`config.mk`:
```
export PLATFORM = sky130hd
export DESIGN_NAME = exec_controller
export DESIGN_NICKNAME = d
export VERILOG_FILES = /design/src/rtl/exec_controller.sv
export SDC_FILE = /design/constraint.sdc
export NUM_CORES = 1
export LEC_CHECK = 0
export ABC_CLOCK_PERIOD_IN_PS = 4010
export CAP_MARGIN = 20
export CORE_UTILIZATION = 35
export DETAILED_ROUTE_END_ITERATION = 12
export PLACE_DENSITY = 0.62
export SLEW_MARGIN = 5
export SYNTH_ARGS = -nofsm -noshare
export SYNTH_HDL_FRONTEND = slang
export SYNTH_SLANG_ARGS = --single-unit
export TNS_END_PERCENT = 20
```
`constraint.sdc`:
```
create_clock -name clk -period 4.01 [get_ports clk]
set_input_delay 0.6015 -clock clk [delete_from_list [all_inputs] [get_ports clk]]
set_output_delay 0.6015 -clock clk [all_outputs]
set_load 0.05 [all_outputs]
```
`src/rtl/exec_controller.sv`:
```
// Multi-cycle A/B/accumulator controller: fetches from a combinational instruction
// memory via count, executes CLR/LDA/LDB/ADD/MUL/HALT, reports result and error.
module exec_controller #(
  parameter int unsigned W    = 4,
  parameter int unsigned PC_W = 3
) (
  input  logic              clk,
  input  logic              rst_n,
  input  logic              start,
  input  logic [W-1:0]      inX,
  input  logic [3:0]        controllerInstruction,
  output logic [PC_W-1:0]   count,
  output logic [2*W-1:0]    result,
  output logic              busy,
  output logic              done,
  output logic              err
);

  localparam int unsigned ACC_W  = 2 * W;
  localparam int unsigned ITER_W = $clog2(W + 1);

  typedef enum logic [2:0] {
    S_IDLE,
    S_FETCH,
    S_EXEC,
    S_MUL,
    S_HALT
  } state_t;

  state_t              state;
  logic [3:0]          ir;
  logic [W-1:0]        opnd;
  logic [W-1:0]        reg_a;
  logic [W-1:0]        reg_b;
  logic [ACC_W-1:0]    acc;
  logic [W-1:0]        mcand;
  logic [W-1:0]        mplier;
  logic [ITER_W-1:0]   iter;

  // Bit 3 of the opcode is a don't-care in every decode pattern below.
  always_ff @(posedge clk or negedge rst_n) begin
    if (!rst_n) begin
      state  <= S_IDLE;
      ir     <= '0;
      opnd   <= '0;
      reg_a  <= '0;
      reg_b  <= '0;
      acc    <= '0;
      mcand  <= '0;
      mplier <= '0;
      iter   <= '0;
      count  <= '0;
      result <= '0;
      busy   <= 1'b0;
      done   <= 1'b0;
      err    <= 1'b0;
    end else begin
      case (state)
        S_IDLE, S_HALT: begin
          if (start) begin
            count <= '0;
            err   <= 1'b0;
            busy  <= 1'b1;
            done  <= 1'b0;
            state <= S_FETCH;
          end
        end
        S_FETCH: begin
          ir    <= controllerInstruction;
          opnd  <= inX;
          state <= S_EXEC;
        end
        S_EXEC: begin
          casez (ir)
            4'b?000: begin
              reg_a <= '0;
              reg_b <= '0;
              acc   <= '0;
              count <= count + PC_W'(1);
              state <= S_FETCH;
            end
            4'b?001: begin
              reg_a <= opnd;
              count <= count + PC_W'(1);
              state <= S_FETCH;
            end
            4'b?010: begin
              reg_b <= opnd;
              count <= count + PC_W'(1);
              state <= S_FETCH;
            end
            4'b?011: begin
              acc   <= ACC_W'(reg_a) + ACC_W'(reg_b);
              count <= count + PC_W'(1);
              state <= S_FETCH;
            end
            4'b?100: begin
              acc    <= '0;
              mcand  <= reg_a;
              mplier <= reg_b;
              iter   <= '0;
              state  <= S_MUL;
            end
            4'b?101: begin
              result <= acc;
              busy   <= 1'b0;
              done   <= 1'b1;
              state  <= S_HALT;
            end
            default: begin
              err   <= 1'b1;
              count <= count + PC_W'(1);
              state <= S_FETCH;
            end
          endcase
        end
        S_MUL: begin
          // Shift-add: one multiplier bit per cycle, W cycles total.
          if (mplier[0]) begin
            acc <= acc + (ACC_W'(mcand) << iter);
          end
          mplier <= mplier >> 1;
          iter   <= iter + ITER_W'(1);
          if (iter == ITER_W'(W - 1)) begin
            count <= count + PC_W'(1);
            state <= S_FETCH;
          end
        end
        default: begin
          busy  <= 1'b0;
          done  <= 1'b0;
          state <= S_IDLE;
        end
      endcase
    end
  end

endmodule

```
; Yosys cells after proc, flatten, opt, wreduce, memory -nomap -nowiden
; Cells that the tools add are included.
; Widths: inputs -> output; s select.
[totals]
regBits = 51
in_bits = 11
output_inout_bits = 14
wordCells = 85
[op_classes]
addsub = 4
eq_ne = 18
n_shift = 1
n_mux = 25
bitwise_logic = 1
reduce_logical = 22
[ops]
columns = op, count
row1 = $pmux 8 s2, 2
row2 = $pmux 4 s2, 3
row3 = $mux 3, 6
row4 = $eq 3x2->1 const B, 5
row5 = $ne 2x2->1 const B, 7
row6 = $pmux 3 s2, 2
row7 = $pmux 3 s4, 1
row8 = $reduce_and 2->1, 6
row9 = $eq 3x3->1 const B, 3
row10 = $pmux 3 s3, 1
row11 = $reduce_and 3->1, 3
row12 = $add 8x8->8, 1
row13 = $mux 8, 1
row14 = $reduce_bool 2->1, 4
row15 = $reduce_or 2->1, 4
row16 = $shl 4x3->8, 1
row17 = $add 3x1->3 const B, 2
row18 = $eq 3x1->1 const B, 2
row19 = $logic_not 3->1, 2
row20 = $pmux 1 s3, 2
row21 = $reduce_or 6->1, 1
row22 = $add 4x4->5, 1
row23 = $mux 1, 5
row24 = $mux 4, 1
row25 = 5 further kinds, 5

; Logic depth before layout (Yosys ltp)
[depth]
ltp_word = 4
depth_mapped = 12

; Worst setup path before layout
; OpenSTA, ideal clock, no wires.
[synth_path]
kind = register to register
startpoint = register iter[0]
endpoint = register acc[6]
arrival_time_ns = 2.311
required_time_ns = 3.940
path_slack_ns = 1.630
path_stages_with_launch = 12
path_buffers = 1
path_cell_list = dfrtp_1 buf_2 nor2b_1 nor3b_1 ha_1 inv_1 fa_1 nor2b_1 o21a_1 o21ai_0 a2111oi_0 nand3b_1
[synth_via]
elab_chain_len = 4
[synth_rtl]
columns = element, line_no
row1 = from (decl), 38  ; logic [ITER_W-1:0] iter;
row2 = from (signal assigned), 123  ; iter <= iter + ITER_W'(1);
row3 = $shl 4x3->8, 120  ; acc <= acc + (ACC_W'(mcand) << iter);
row4 = $add 8x8->8, 120
row5 = $mux 8, 119  ; if (mplier[0]) begin
row6 = $pmux 8 s2, 58  ; case (state)
row7 = to (signal assigned), 93  ; acc <= ACC_W'(reg_a) + ACC_W'(reg_b);
row8 = to (signal assigned), 120
row9 = to (decl), 35  ; logic [ACC_W-1:0] acc;
; Every way passes these cells. The select of a mux whose other input is x is not followed.
; A chain may end at the register's enable or synchronous reset.

; Worst setup path in the final report
; Same ends and word-level chain as after synthesis.

==> implementation parameters <==
Parameter                              Value

Drt
  Number of vias in the routed layout ... 2080
  1st-iter DRT viols ... 60
  DRT Pass-1 Iters ... 4
  Avg Vias per Cell ... 5.09
  Number of design rule violations left after detail routing ... 0
  Total wire length ... 5650 um
  Antenna-violating nets left ... 0
  Per-cell routed wire length ... 13.8 um

Timing
  Final critical path time including I/O delays and setup ... 2.86 ns
  Count of endpoints failing hold in the final timing report ... 0
  Slack of the critical path ... 1.15 ns
  Number of max-slew violations in the final report ... 0
  Number of setup violations in the final report ... 0
  Final Skew ... 0.00673 ns
  Setup repair after global routing missed its margin ... false
  Final worst path period share ... 0.713
  Fmax ... 0.350 GHz
  Transition time of the tightest slew-check pin ... 0.736 ns
  Final hold slack ... 0.226 ns
  Final TNS setup ... 0 ns
  Max-slew headroom at the worst pin ... 0.505

Floorplanning
  Die outline area ... 8560 um2
  Placement row count ... 32
  Initial core utilization ... 0.367
  Horiz. Die Dim ... 92.5 um
  I/O Pins ... 25
  Die Span Y ... 92.5 um
  Area of the core ... 7810 um2

Cells and area
  Share of layout cells above drive strength 1 ... 0.130
  Synthesis-to-layout area growth ... 13.5%
  Number of nets in the layout ... 333
  Final-layout fill cell count ... 769
  Cell Count, Final, Fillers Out ... 409
  Antenna diode count ... 0

Synth
  Most numerous cell types in the synthesized netlist ... sky130_fd_sc_hd__dfrtp_1 (51), sky130_fd_sc_hd__nor2_1 (25), sky130_fd_sc_hd__o21ai_0 (19)
  Area share of the largest cell type after synthesis ... 0.445
  Fraction of the mapped netlist area in compound gates ... 0.161
  Most frequently used flop master after synthesis ... sky130_fd_sc_hd__dfrtp_1
  Synth Area in XOR/XNOR ... 0.0183
  Count of flip-flops with a built-in enable after synthesis ... 0
  Multiplexer area fraction after synthesis ... 0.0764
  Adder and majority gate portion of the synthesized area ... 0.0751
  Most frequently used cell type in the post-synthesis netlist ... sky130_fd_sc_hd__dfrtp_1
  Total standard cell area after synthesis ... 2870 um2
  Count of cell types in the netlist ... 50
  Synth Register Bits ... 51
  Largest family of logic cells by synthesized area ... simple AND/OR/NAND/NOR gates
  Basic-gate share of the synthesized area counting and, or, nand and nor cells ... 0.171
  Post-synth ARST share ... 1.00
  Seq/Total Area, Yosys ... 0.445
  Dominant cells by area after synthesis ... sky130_fd_sc_hd__dfrtp_1 (45%), sky130_fd_sc_hd__ha_1 (6.1%), sky130_fd_sc_hd__mux2_2 (5.9%)
  Synth area leader ... sky130_fd_sc_hd__dfrtp_1
  Synthesis Warnings ... 0
  Post-synthesis instance total ... 286
  Post-synthesis average cell area ... 10.0 um2
  Net count after synthesis ... 313

Clock network
  CTS tree ... done
  CTS root buf ... sky130_fd_sc_hd__clkbuf_8
  Maximum buffer depth of the clock tree ... 2
  Clock transition time at the flip-flop clock pins of the worst setup and hold paths ... 0.09 ns
  Clock latency at the later pin of the worst-skew pair ... 0.32 ns
  Setup repair bufs after CTS ... 0
  Number of CTS-inserted buffers ... 5
  Number of gates resized after CTS ... 0
  Clock sink count ... 51
  Number of hold buffers added after CTS ... 0
  Number of H-tree branching levels ... 2

Global routing
  Via count of the first global-routing pass ... 2010
  Total global-route track usage ... 0.143
  Global route overflow ... 0
  First-pass GRT wire length ... 9580 um
  Number of antenna violations at the first check in global routing ... 0
  Maximum number of pins on one net before global-route repair ... 34

Setup path
  Required @ worst endpoint ... 4.26 ns
  Crit Path Max Fanout ... 7
  CP Capture Type ... flop
  Category of the critical setup timing path ... flop to flop
  Startpoint Class ... flop
  Data arrival time of the critical path ... 3.11 ns

Placed design
  Cell count after placement ... 401
  Count of port buffers added during placement ... 23
  Gp weighted congestion ... 0.843
  DPL Wire Length ... 4220 um
  Setup slack at placement ... 1.17 ns

Power
  Leakage power ... 1.44 nW
  Power per unit of standard cell area ... 818 nW/um2
  Highest ir drop seen on vdd ... 0.331 mV
  Total power after layout ... 2.66 mW

Job
  Max-cap violations ... 0

Run status
  Status ... completed

Min path
  HP Class ... input port to asynchronous set/reset pin
-- flip-flops by register name (all words and copies together) (netlist names) --
name,cells
iter,3
opnd,4
mcand,4
done,1
busy,1
reg_b,4
err,1
ir,3
state,3
acc,8
reg_a,4
result,8
mplier,4
count,3
-- power breakdown --
part / internal, mW / leakage [nW] / total [mW] / switching (mW)
combinational: 0.560 / 0.738 / 1.32 / 0.762
sequential: 0.735 / 0.646 / 0.968 / 0.232
clock: 0.189 / 0.0558 / 0.369 / 0.180
total: 1.48 / 1.44 / 2.66 / 1.18
-- worst paths after layout --
| path | start | end | slack [ns] | cells past startpoint |
|---|---|---|---|---|
| worst max-delay path | iter[0] | acc[6] | 1.15 | 10 |
| worst min register to register | result[4] | result[4] | 0.51 | 1 |
| worst min-delay path | rst_n | acc[5] | 0.23 | 1 |
| max in group asynchronous | rst_n | iter[2] | 3.00 | 2 |
| min in group clk | result[4] | result[4] | 0.51 | 1 |
| worst max register to register | iter[0] | acc[6] | 1.15 | 10 |
-- worst max-delay path: stages (launching register included) --
cell                        delay [ns]
sky130_fd_sc_hd__dfrtp_1          0.49
sky130_fd_sc_hd__nor2b_1          0.23
sky130_fd_sc_hd__nor3b_1          0.27
sky130_fd_sc_hd__ha_1             0.24
sky130_fd_sc_hd__inv_1            0.06
sky130_fd_sc_hd__fa_1             0.40
sky130_fd_sc_hd__nor2b_1          0.15
sky130_fd_sc_hd__o21a_1           0.13
sky130_fd_sc_hd__o21ai_0          0.15
sky130_fd_sc_hd__a2111oi_0        0.50
sky130_fd_sc_hd__nand3b_1         0.16
-- routing by layer --
layer | global-route usage | routed length, um
met5 | 0 | 0
met4 | 0.0352 | 55
met3 | 0.0378 | 174
met2 | 0.236 | 2670
met1 | 0.186 | 2750
-- placed cells by master (no fill, tap or decap), types with 5 or more instances in the layout --
| master | n |
|---|---|
| sky130_fd_sc_hd__dfrtp_1 | 51 |
| sky130_fd_sc_hd__nor2_1 | 25 |
| sky130_fd_sc_hd__clkdlybuf4s50_1 | 22 |
| sky130_fd_sc_hd__o21ai_0 | 19 |
| sky130_fd_sc_hd__inv_1 | 18 |
| sky130_fd_sc_hd__nand2_1 | 17 |
| sky130_fd_sc_hd__mux2_2 | 15 |
| sky130_fd_sc_hd__a21oi_1 | 14 |
| sky130_fd_sc_hd__ha_1 | 14 |
| sky130_fd_sc_hd__nand3_1 | 11 |
| sky130_fd_sc_hd__o22ai_1 | 6 |
| sky130_fd_sc_hd__nor3_1 | 6 |
| sky130_fd_sc_hd__mux2i_1 | 5 |
| sky130_fd_sc_hd__nor2b_1 | 5 |
| sky130_fd_sc_hd__nand3b_1 | 5 |
| sky130_fd_sc_hd__nand2_2 | 5 |
| sky130_fd_sc_hd__o21ai_2 | 5 |
| sky130_fd_sc_hd__clkbuf_8 | 5 |
-- final cells by class --
type                            count  area [um2]  share of cell area
Tap cell                          102         128              0.0392
Clock inverter                      2        38.8              0.0119
Inverter                           18        67.6              0.0208
Clock buffer                        6        72.6              0.0223
Sequential cell                    51        1280               0.392
Timing Repair Buffer               24         233              0.0715
Multi-Input combinational cell    206        1440               0.442
-- logic make-up (layout without fill, tap and decap cells) --
group | Yosys count | count (layout)
AO/OA/AOI/OAI | 70 | 70
AND/OR/NAND/NOR | 94 | 94
multiplexers | 20 | 20
buffers and inverters | 29 | 50
adder cells (fa/ha/maj) | 16 | 16
flip-flops | 51 | 51
XOR/XNOR | 6 | 6
-- stage by stage --
stage,utilization,cell area (um2)
2_1_floorplan,-,2870
3_3_place_gp,0.402,3140
3_5_place_dp,0.402,3140
4_1_cts,0.417,3250
5_1_grt,0.417,3250
6_report,0.417,3250
No activity file was read; power rests on OpenSTA's default activity.
